## src/rtl/mem_miss_arbiter.sv

```systemverilog
// Memory-port arbiter for I-cache and D-cache misses and D-cache write-through stores.
// Sequences eight word reads per block fill and steers the returned words back to the requesting cache.
module mem_miss_arbiter #(
    parameter int WORDS_PER_BLOCK = 8
) (
    input  logic        clk,
    input  logic        rst_n,
    input  logic        i_req,
    input  logic [15:0] i_addr,
    input  logic        d_req,
    input  logic        d_wr,
    input  logic [15:0] d_addr,
    input  logic [15:0] d_wdata,
    input  logic [15:0] mem_rdata,
    input  logic        mem_data_valid,
    output logic        mem_en,
    output logic        mem_wr,
    output logic [15:0] mem_addr,
    output logic [15:0] mem_wdata,
    output logic [15:0] fill_data,
    output logic [2:0]  fill_word,
    output logic        i_fill_valid,
    output logic        d_fill_valid,
    output logic        i_done,
    output logic        d_done,
    output logic        busy
);

    localparam logic [2:0] LAST_WORD = 3'(WORDS_PER_BLOCK - 1);

    typedef enum logic [2:0] {
        S_IDLE,
        S_D_WRITE,
        S_D_FILL,
        S_I_FILL,
        S_DONE
    } state_t;

    state_t      r_state;
    logic [15:4] r_base;
    logic        r_is_d;
    logic        r_issuing;
    logic [2:0]  r_issue_cnt;
    logic [2:0]  r_ret_cnt;
    logic        r_mem_en;
    logic        r_mem_wr;
    logic [15:0] r_mem_addr;
    logic [15:0] r_mem_wdata;
    logic        r_i_done;
    logic        r_d_done;

    logic        w_filling;
    logic        w_ret;

    assign w_filling = (r_state == S_D_FILL) || (r_state == S_I_FILL);
    // Returns are counted rather than timed, so the fill tolerates any fixed memory latency.
    assign w_ret     = w_filling & mem_data_valid;

    always_ff @(posedge clk or negedge rst_n) begin
        if (!rst_n) begin
            r_state     <= S_IDLE;
            r_base      <= '0;
            r_is_d      <= 1'b0;
            r_issuing   <= 1'b0;
            r_issue_cnt <= '0;
            r_ret_cnt   <= '0;
            r_mem_en    <= 1'b0;
            r_mem_wr    <= 1'b0;
            r_mem_addr  <= '0;
            r_mem_wdata <= '0;
            r_i_done    <= 1'b0;
            r_d_done    <= 1'b0;
        end else begin
            r_i_done    <= 1'b0;
            r_d_done    <= 1'b0;
            r_mem_wr    <= 1'b0;
            r_mem_wdata <= '0;
            case (r_state)
                S_IDLE: begin
                    r_mem_en   <= 1'b0;
                    r_mem_addr <= '0;
                    if (d_req && d_wr) begin
                        r_state     <= S_D_WRITE;
                        r_is_d      <= 1'b1;
                        r_mem_en    <= 1'b1;
                        r_mem_wr    <= 1'b1;
                        r_mem_addr  <= d_addr;
                        r_mem_wdata <= d_wdata;
                    end else if (d_req || i_req) begin
                        // Word 0 issues on entry; the counter then points at word 1.
                        r_state     <= d_req ? S_D_FILL : S_I_FILL;
                        r_is_d      <= d_req;
                        r_base      <= d_req ? d_addr[15:4] : i_addr[15:4];
                        r_mem_en    <= 1'b1;
                        r_mem_addr  <= {(d_req ? d_addr[15:4] : i_addr[15:4]), 4'h0};
                        r_issue_cnt <= 3'd1;
                        r_issuing   <= 1'b1;
                        r_ret_cnt   <= '0;
                    end
                end
                S_D_WRITE: begin
                    r_mem_en   <= 1'b0;
                    r_mem_addr <= '0;
                    r_d_done   <= 1'b1;
                    r_state    <= S_DONE;
                end
                S_D_FILL, S_I_FILL: begin
                    if (r_issuing) begin
                        r_mem_en    <= 1'b1;
                        r_mem_addr  <= {r_base, r_issue_cnt, 1'b0};
                        r_issue_cnt <= r_issue_cnt + 3'd1;
                        if (r_issue_cnt == LAST_WORD) begin
                            r_issuing <= 1'b0;
                        end
                    end else begin
                        r_mem_en   <= 1'b0;
                        r_mem_addr <= '0;
                    end
                    if (mem_data_valid) begin
                        r_ret_cnt <= r_ret_cnt + 3'd1;
                        if (r_ret_cnt == LAST_WORD) begin
                            r_state  <= S_DONE;
                            r_d_done <= r_is_d;
                            r_i_done <= ~r_is_d;
                        end
                    end
                end
                S_DONE: begin
                    r_mem_en   <= 1'b0;
                    r_mem_addr <= '0;
                    r_state    <= S_IDLE;
                end
                default: begin
                    r_state <= S_IDLE;
                end
            endcase
        end
    end

    assign mem_en       = r_mem_en;
    assign mem_wr       = r_mem_wr;
    assign mem_addr     = r_mem_addr;
    assign mem_wdata    = r_mem_wdata;
    assign fill_data    = mem_rdata;
    assign fill_word    = r_ret_cnt;
    assign i_fill_valid = w_ret & ~r_is_d;
    assign d_fill_valid = w_ret & r_is_d;
    assign i_done       = r_i_done;
    assign d_done       = r_d_done;
    assign busy         = (r_state != S_IDLE);

endmodule

```

## config.mk

```make
export PLATFORM = sky130hd
export DESIGN_NAME = mem_miss_arbiter
export DESIGN_NICKNAME = d
export VERILOG_FILES = /design/src/rtl/mem_miss_arbiter.sv
export SDC_FILE = /design/constraint.sdc
export NUM_CORES = 1
export LEC_CHECK = 0
export CAP_MARGIN = 10
export CORE_MARGIN = 10
export CORE_UTILIZATION = 41
export DETAILED_ROUTE_END_ITERATION = 10
export GPL_TIMING_DRIVEN = 0
export HOLD_SLACK_MARGIN = 0.05
export PLACE_DENSITY = 0.8
export SETUP_SLACK_MARGIN = 0.02
export SLEW_MARGIN = 0
export SYNTH_ARGS = -nofsm -noshare
export SYNTH_HDL_FRONTEND = slang
export SYNTH_SLANG_ARGS = --single-unit
```

## constraint.sdc

```tcl
create_clock -name clk -period 1.9 [get_ports clk]
set_clock_uncertainty 0.05 [all_clocks]
set_input_delay 0.285 -clock clk [delete_from_list [all_inputs] [get_ports clk]]
set_output_delay 0.285 -clock clk [all_outputs]
set_load 0.05 [all_outputs]
```

# After elaboration in Yosys (flattened, before gate mapping)
# Cells that the tools add are included.
[op_classes]
add_sub_neg = 2
n_eq_ne = 12
n_mux = 40
bitwise = 5
n_reduce_logical = 16
[ops]
columns = ["op", "n"]
rows = [
  ["$mux 16", 5],
  ["$pmux 16 s3", 1],
  ["$mux 3", 10],
  ["$mux 1", 17],
  ["$mux 12", 1],
  ["$pmux 3 s2", 2],
  ["$ne 2x2->1 const B", 5],
  ["$eq 3x3->1 const B", 3],
  ["$pmux 3 s3", 1],
  ["$reduce_and 3->1", 3],
  ["$reduce_and 4->1", 2],
  ["$add 3x1->3 const B", 2],
  ["$eq 3x2->1 const B", 2],
  ["$reduce_bool 3->1", 2],
  ["$pmux 1 s2", 2],
  ["$reduce_bool 2->1", 2],
  ["$reduce_or 2->1", 2],
  ["$and 1x1->1", 3],
  ["$eq 3x1->1 const B", 1],
  ["$logic_not 3->1", 1],
  ["$ne 3x3->1 const B", 1],
  ["$pmux 1 s3", 1],
  ["$logic_or 1x1->1", 2],
  ["$not 1->1", 2],
  ["2 further kinds", 2],
]
[word_totals]
regBits = 59
input_bits = 70
out_inout_bits = 58
wordCells = 87

# Depth between registers and ports, before layout
[logic_depth]
ltp_word = 4
ltp_mapped = 6
mapped_depth_nobuf = 5

# Least setup slack after synthesis
# OpenSTA, ideal clock, no wires.
[synth_path]
path_kind = "register to register"
startpoint = "register r_state[2]"
endpoint = "register r_i_done (netlist: i_done)"
setup_time_ns = 0.069
t_arrival_ns = 1.747
required_time_ns = 1.781
setup_slack_ns = 0.034
stages_incl_launch_ff = 5
path_buffers = 1
synth_period_minus_slack_ns = 1.866
path_cell_list = "dfrtp_1 clkbuf_1 nand3b_1 nor2_1 and2_1"
[synth_between]
elab_chain_len = 3
word_cells_on_any_way = 4
cone_classes = "eq/ne (2); mux (1); reduce/logical (1)"
[synth_rtl]
columns = ["element", "line", "text"]
rows = [
  ["start: declaration", "39", "state_t r_state;"],
  ["start signal: assignment", "91", "r_state <= d_req ? S_D_FILL : S_I_FILL;"],
  ["$eq 3x2->1", "78", "case (r_state)"],
  ["$reduce_or 2->1 *", "78", ""],
  ["$mux 1 *", "78", ""],
  ["end signal: assignment", "124", "r_i_done <= ~r_is_d;"],
  ["end: declaration", "49", "logic r_i_done;"],
]
# Every way passes the cells marked *; elsewhere a longest branch is shown, timed or not.
# A chain may end at the register's enable or synchronous reset.

# Final worst setup path
[layout_path]
startpoint = "register r_mem_addr[4] (netlist: mem_addr[4])"
endpoint = "output mem_addr[4]"
[layout_lines]
columns = ["element", "line", "text"]
rows = [
  ["start: declaration", "47", "logic [15:0] r_mem_addr;"],
  ["start signal: assignment", "87", "r_mem_addr <= d_addr;"],
  ["start signal: assignment", "95", "r_mem_addr <= {(d_req ? d_addr[15:4] : i_addr[15:4]), 4'h0};"],
  ["start signal: assignment", "110", "r_mem_addr <= {r_base, r_issue_cnt, 1'b0};"],
  ["end: declaration", "18", "output logic [15:0] mem_addr,"],
]
# No word-level cell between the ends.

==> impl_summary.md <==
Run status
The run finished with clean final reports.

Clock network
The clock net in this run drives a total of slightly below 60 sinks. The CTS buffer count is 9. The clock slew at the register clock pins of the worst setup and hold paths is 0.07 ns. Clock latency on the worst-skew pair, taken at its later pin, is roughly 0.33 ns. TritonCTS built the clock tree. The maximum level of the CTS H-tree is 3. The clock passes through at most 2 buffers.

The clock root buffer is sky130_fd_sc_hd__clkbuf_8.

Die
After floorplanning, the core was divided into 29 placement rows. The die is 102 um tall. The effective utilization at floorplan is ~43%.

For this design the top-level I/O count stands at 128. The width of the chip is about 100 um. The die covers roughly 10000 um^2.

After floorplanning, the core was sized to cover 6460 um^2.

Logic synthesis
The total number of yosys warnings is 0. The synthesized netlist contains 38 unique library cells. The share of the synthesized area in the top cell type is between 50 and 60%.

Measured against the total synthesized area, the mux share comes to 9.91%. The dominant combinational cell family by area after synthesis is compound AO/OA/AOI/OAI gates. The largest total area in the synthesized netlist belongs to sky130_fd_sc_hd__dfrtp_1. The number of instances in the synthesized netlist is roughly 240. Sorting the synthesized cells by area gives the leading types as sky130_fd_sc_hd__dfrtp_1, sky130_fd_sc_hd__mux2_2, sky130_fd_sc_hd__a22oi_1. The per-instance average area after synthesis is about 12 um^2. The post-synthesis net count is roughly 310. The xor/xnor cell area share of the yosys netlist is 0%. The cell area after synthesis is 2770 um^2. The adder and majority cell fraction of the synthesized area is under 10%. The fraction of the yosys area taken by sequential cells is 53.4%.

In this run, synthesis produced a sequential element count of approximately 60. The share of synthesized cell area in and, or, nand and nor gates is a little over a tenth. The synthesized netlist devotes 15.8% of its cell area to compound gates.

Power and ir drop
The worst-case IR drop observed on VDD is about 640 uV. The clock share of power is between 10% and 20%. Net switching is between 40% and 50% of the power. In this run the power spent charging and discharging nets is roughly 2.5 mW. The share of power burned in combinational logic is 51.2%. For this design the static power due to leakage is just over 2 nW. The internal power of the cells totals 3.46 mW. The total power divided by cell area is about 1400 nW/um^2. Registers are responsible for around 32% of the overall power.

Routing
The total via count in the routed design is between 2000 and 2500. The detailed-route wire length per cell is 18.3 um. In this run the remaining antenna-violating nets after routing total 0.

In the routed design, unresolved DRC markers number 0. The routed design has roughly 8100 um of wire. After detailed routing, the number of vias per cell comes to between 5 and 6. For this block, the initial DRC count from the detailed router was between 100 and 150. The pre-antenna-repair detailed-routing pass consisted of 4 iterations.

STA
The final cycle utilization of the critical path is 97.2%. The headroom to the max-slew limit is 63.6%. The minimum clock period is 1.85 ns. Hold timing on the final database bottoms out at a slack of 0.409 ns. Setup violations remaining at the end of the flow were counted as 0. At the pin with the least slew margin, the transition time is approximately 0.54 ns. The final worst-path setup slack is around 0.054 ns. The hold violation count in the final report came to 0. The final-report max-slew violation count is 0. Derived from the worst setup path, the maximum achievable clock frequency is ~0.54 GHz.

Place
Including well taps, the total number of placed cells is 420. The worst setup slack before clock tree synthesis is -0.584 ns. The congestion estimate from routability-driven global placement came to roughly 0.81.

Once detailed placement completed, the half-perimeter wirelength came to between 6000 and 7000 um. The count of buffers from port buffering is roughly 110.

Setup path
The worst endpoint required time is ~1.6 ns. The highest net fanout along the worst path is 2. The worst setup path is launched from a flop.

The category of the most critical setup path is reg2out. The cell family contributing the most delay on the critical path is buffers and inverters. Data on the critical path arrives at its endpoint at approximately 1.5 ns.

The highest-delay cell along the critical path is sky130_fd_sc_hd__clkdlybuf4s50_1. The number of buffers and inverters on the critical path is 1. The signal on the critical path passes through clkdlybuf4s50_1. STA classifies the critical path endpoint as an output pin. In this design, the stage delay of the slowest critical-path cell is 0.82 ns.

Finish
The leading cell type in the layout, fill and taps excluded is sky130_fd_sc_hd__clkdlybuf4s50_1. The footprint of the flip-flops and latches is 1480 um^2. In the layout the commonest cells are sky130_fd_sc_hd__clkdlybuf4s50_1, sky130_fd_sc_hd__dfrtp_1, sky130_fd_sc_hd__buf_4. The finished layout holds 443 standard cells, fillers aside. The fraction of layout cells with a size suffix above 1 is roughly a quarter. The post-synthesis to final-layout area growth is 53.1%. The layout has 527 filler cells.

The antenna diode count is 0. Summing all multi-input logic gate instances after layout gives around 1100 um^2. The final layout contains ~440 nets.

GRT
The pin count of the biggest net entering global routing is 39. Global routing used around 15% of the available tracks. The number of antenna violations at the first check in global routing is 0. The via count of the first global-routing pass came to around 2600. The total overflow left after global routing is 0.

The wire length of the first global-routing pass is about 13000 um.

Run
The tool flagged a number of max-cap violations equal to 0.

Min path
The path class of the tightest hold or removal check is in2async.
-- area by class of cell --
cell class | count | share of cell area, %
well taps | 77 | 2.28
clock buffers | 11 | 3.58
inverters | 2 | 0.266
flip-flops and latches | 59 | 34.9
repair buffers | 118 | 28.0
multi-input cells | 143 | 25.4
plain buffers | 30 | 5.20
clock inverters | 3 | 0.355
-- power by group through the flow --
stage / combinational, mW / sequential, mW / clock (mW)
2_1_floorplan: 1.23 / 2.63 / 0
5_1_grt: 3.28 / 1.98 / 1.05
3_3_place_gp: 2.83 / 1.94 / 0
4_1_cts: 2.99 / 1.94 / 1.01
3_5_place_dp: 2.88 / 1.96 / 0
6_report: 3.07 / 1.93 / 0.990
-- repair_timing --
| action | in CTS | in global routing |
|---|---|---|
| setup endpoints to repair | 5 | 33 |
| pin swaps | 1 | 2 |
| hold buffers | 1 | 0 |
| resized for setup | 27 | 13 |
| setup buffers | 6 | 3 |
| hold endpoints to repair | 21 | 0 |
-- sequential cells by signal (all words and copies together) (netlist names), 3 cells and up --
register	flops
mem_addr	16
r_state	3
r_base	12
mem_wdata	16
r_issue_cnt	3
fill_word	3
-- synth_stat cells --
master	number
sky130_fd_sc_hd__inv_1	2
sky130_fd_sc_hd__o21a_1	3
sky130_fd_sc_hd__dfrtp_1	59
sky130_fd_sc_hd__buf_2	5
sky130_fd_sc_hd__buf_6	3
sky130_fd_sc_hd__a22o_1	4
sky130_fd_sc_hd__nor2_1	4
sky130_fd_sc_hd__nand4_1	1
sky130_fd_sc_hd__buf_1	1
sky130_fd_sc_hd__a31oi_1	4
sky130_fd_sc_hd__a22oi_1	20
sky130_fd_sc_hd__mux2_4	4
sky130_fd_sc_hd__and2_1	18
sky130_fd_sc_hd__clkbuf_1	4
sky130_fd_sc_hd__nand2_1	14
sky130_fd_sc_hd__a21o_1	4
sky130_fd_sc_hd__buf_4	16
sky130_fd_sc_hd__mux2_2	19
sky130_fd_sc_hd__and2b_1	1
sky130_fd_sc_hd__nor3_4	1
sky130_fd_sc_hd__o211ai_1	1
sky130_fd_sc_hd__and3b_1	1
sky130_fd_sc_hd__nand3_1	2
sky130_fd_sc_hd__o21ai_0	19
sky130_fd_sc_hd__a211oi_1	1
sky130_fd_sc_hd__or2_2	1
sky130_fd_sc_hd__buf_8	1
sky130_fd_sc_hd__nand3b_1	3
sky130_fd_sc_hd__ha_1	4
sky130_fd_sc_hd__nor2b_1	2
sky130_fd_sc_hd__o211a_1	3
sky130_fd_sc_hd__a221o_1	1
sky130_fd_sc_hd__a21oi_1	3
sky130_fd_sc_hd__nor2b_4	1
sky130_fd_sc_hd__clkbuf_2	1
sky130_fd_sc_hd__nand2b_1	1
sky130_fd_sc_hd__and3_1	2
sky130_fd_sc_hd__o2bb2ai_1	1
-- logic make-up after synthesis --
| group | after synthesis |
|---|---|
| compound gates | 64 |
| fa+ha+maj | 4 |
| buf+inv | 33 |
| simple gates | 52 |
| mux | 23 |
| flops | 59 |
-- per-layer routing --
metal  up-vias  GRT usage [%]  wire, um
li1       1077              -         -
met1      1115           16.9      3200
met2        86           26.1      4110
met3        11           5.67       684
met4         0           6.40       106
met5         -              0         0
-- metrics by stage --
step,setup TNS (ns),power (mW),utilization [%],instance area (um^2)
2_1_floorplan,0,3.86,-,2770
3_3_place_gp,-82.96,4.77,60.9,3930
3_5_place_dp,-2.94,4.84,61.1,3950
4_1_cts,0,5.94,64.6,4180
5_1_grt,-0.0465,6.32,65.6,4230
6_report,0,5.99,65.6,4230
-- path summary, 6_finish.rpt --
| check | startpoint | depth (start not counted) | end | slack, ns |
|---|---|---|---|---|
| worst max-delay path | mem_addr[4] | 1 | mem_addr[4] | 0.05 |
| worst min-delay path | rst_n | 2 | mem_addr[2] | 0.41 |
| worst max register to register | r_state[1] | 7 | r_base[5] | 0.06 |
| worst min register to register | r_base[8] | 2 | mem_addr[8] | 0.46 |
| max in group asynchronous | rst_n | 3 | mem_wdata[13] | 0.80 |
| min in group clk | r_base[8] | 2 | mem_addr[8] | 0.46 |
Power figures use the tool's default switching activity.
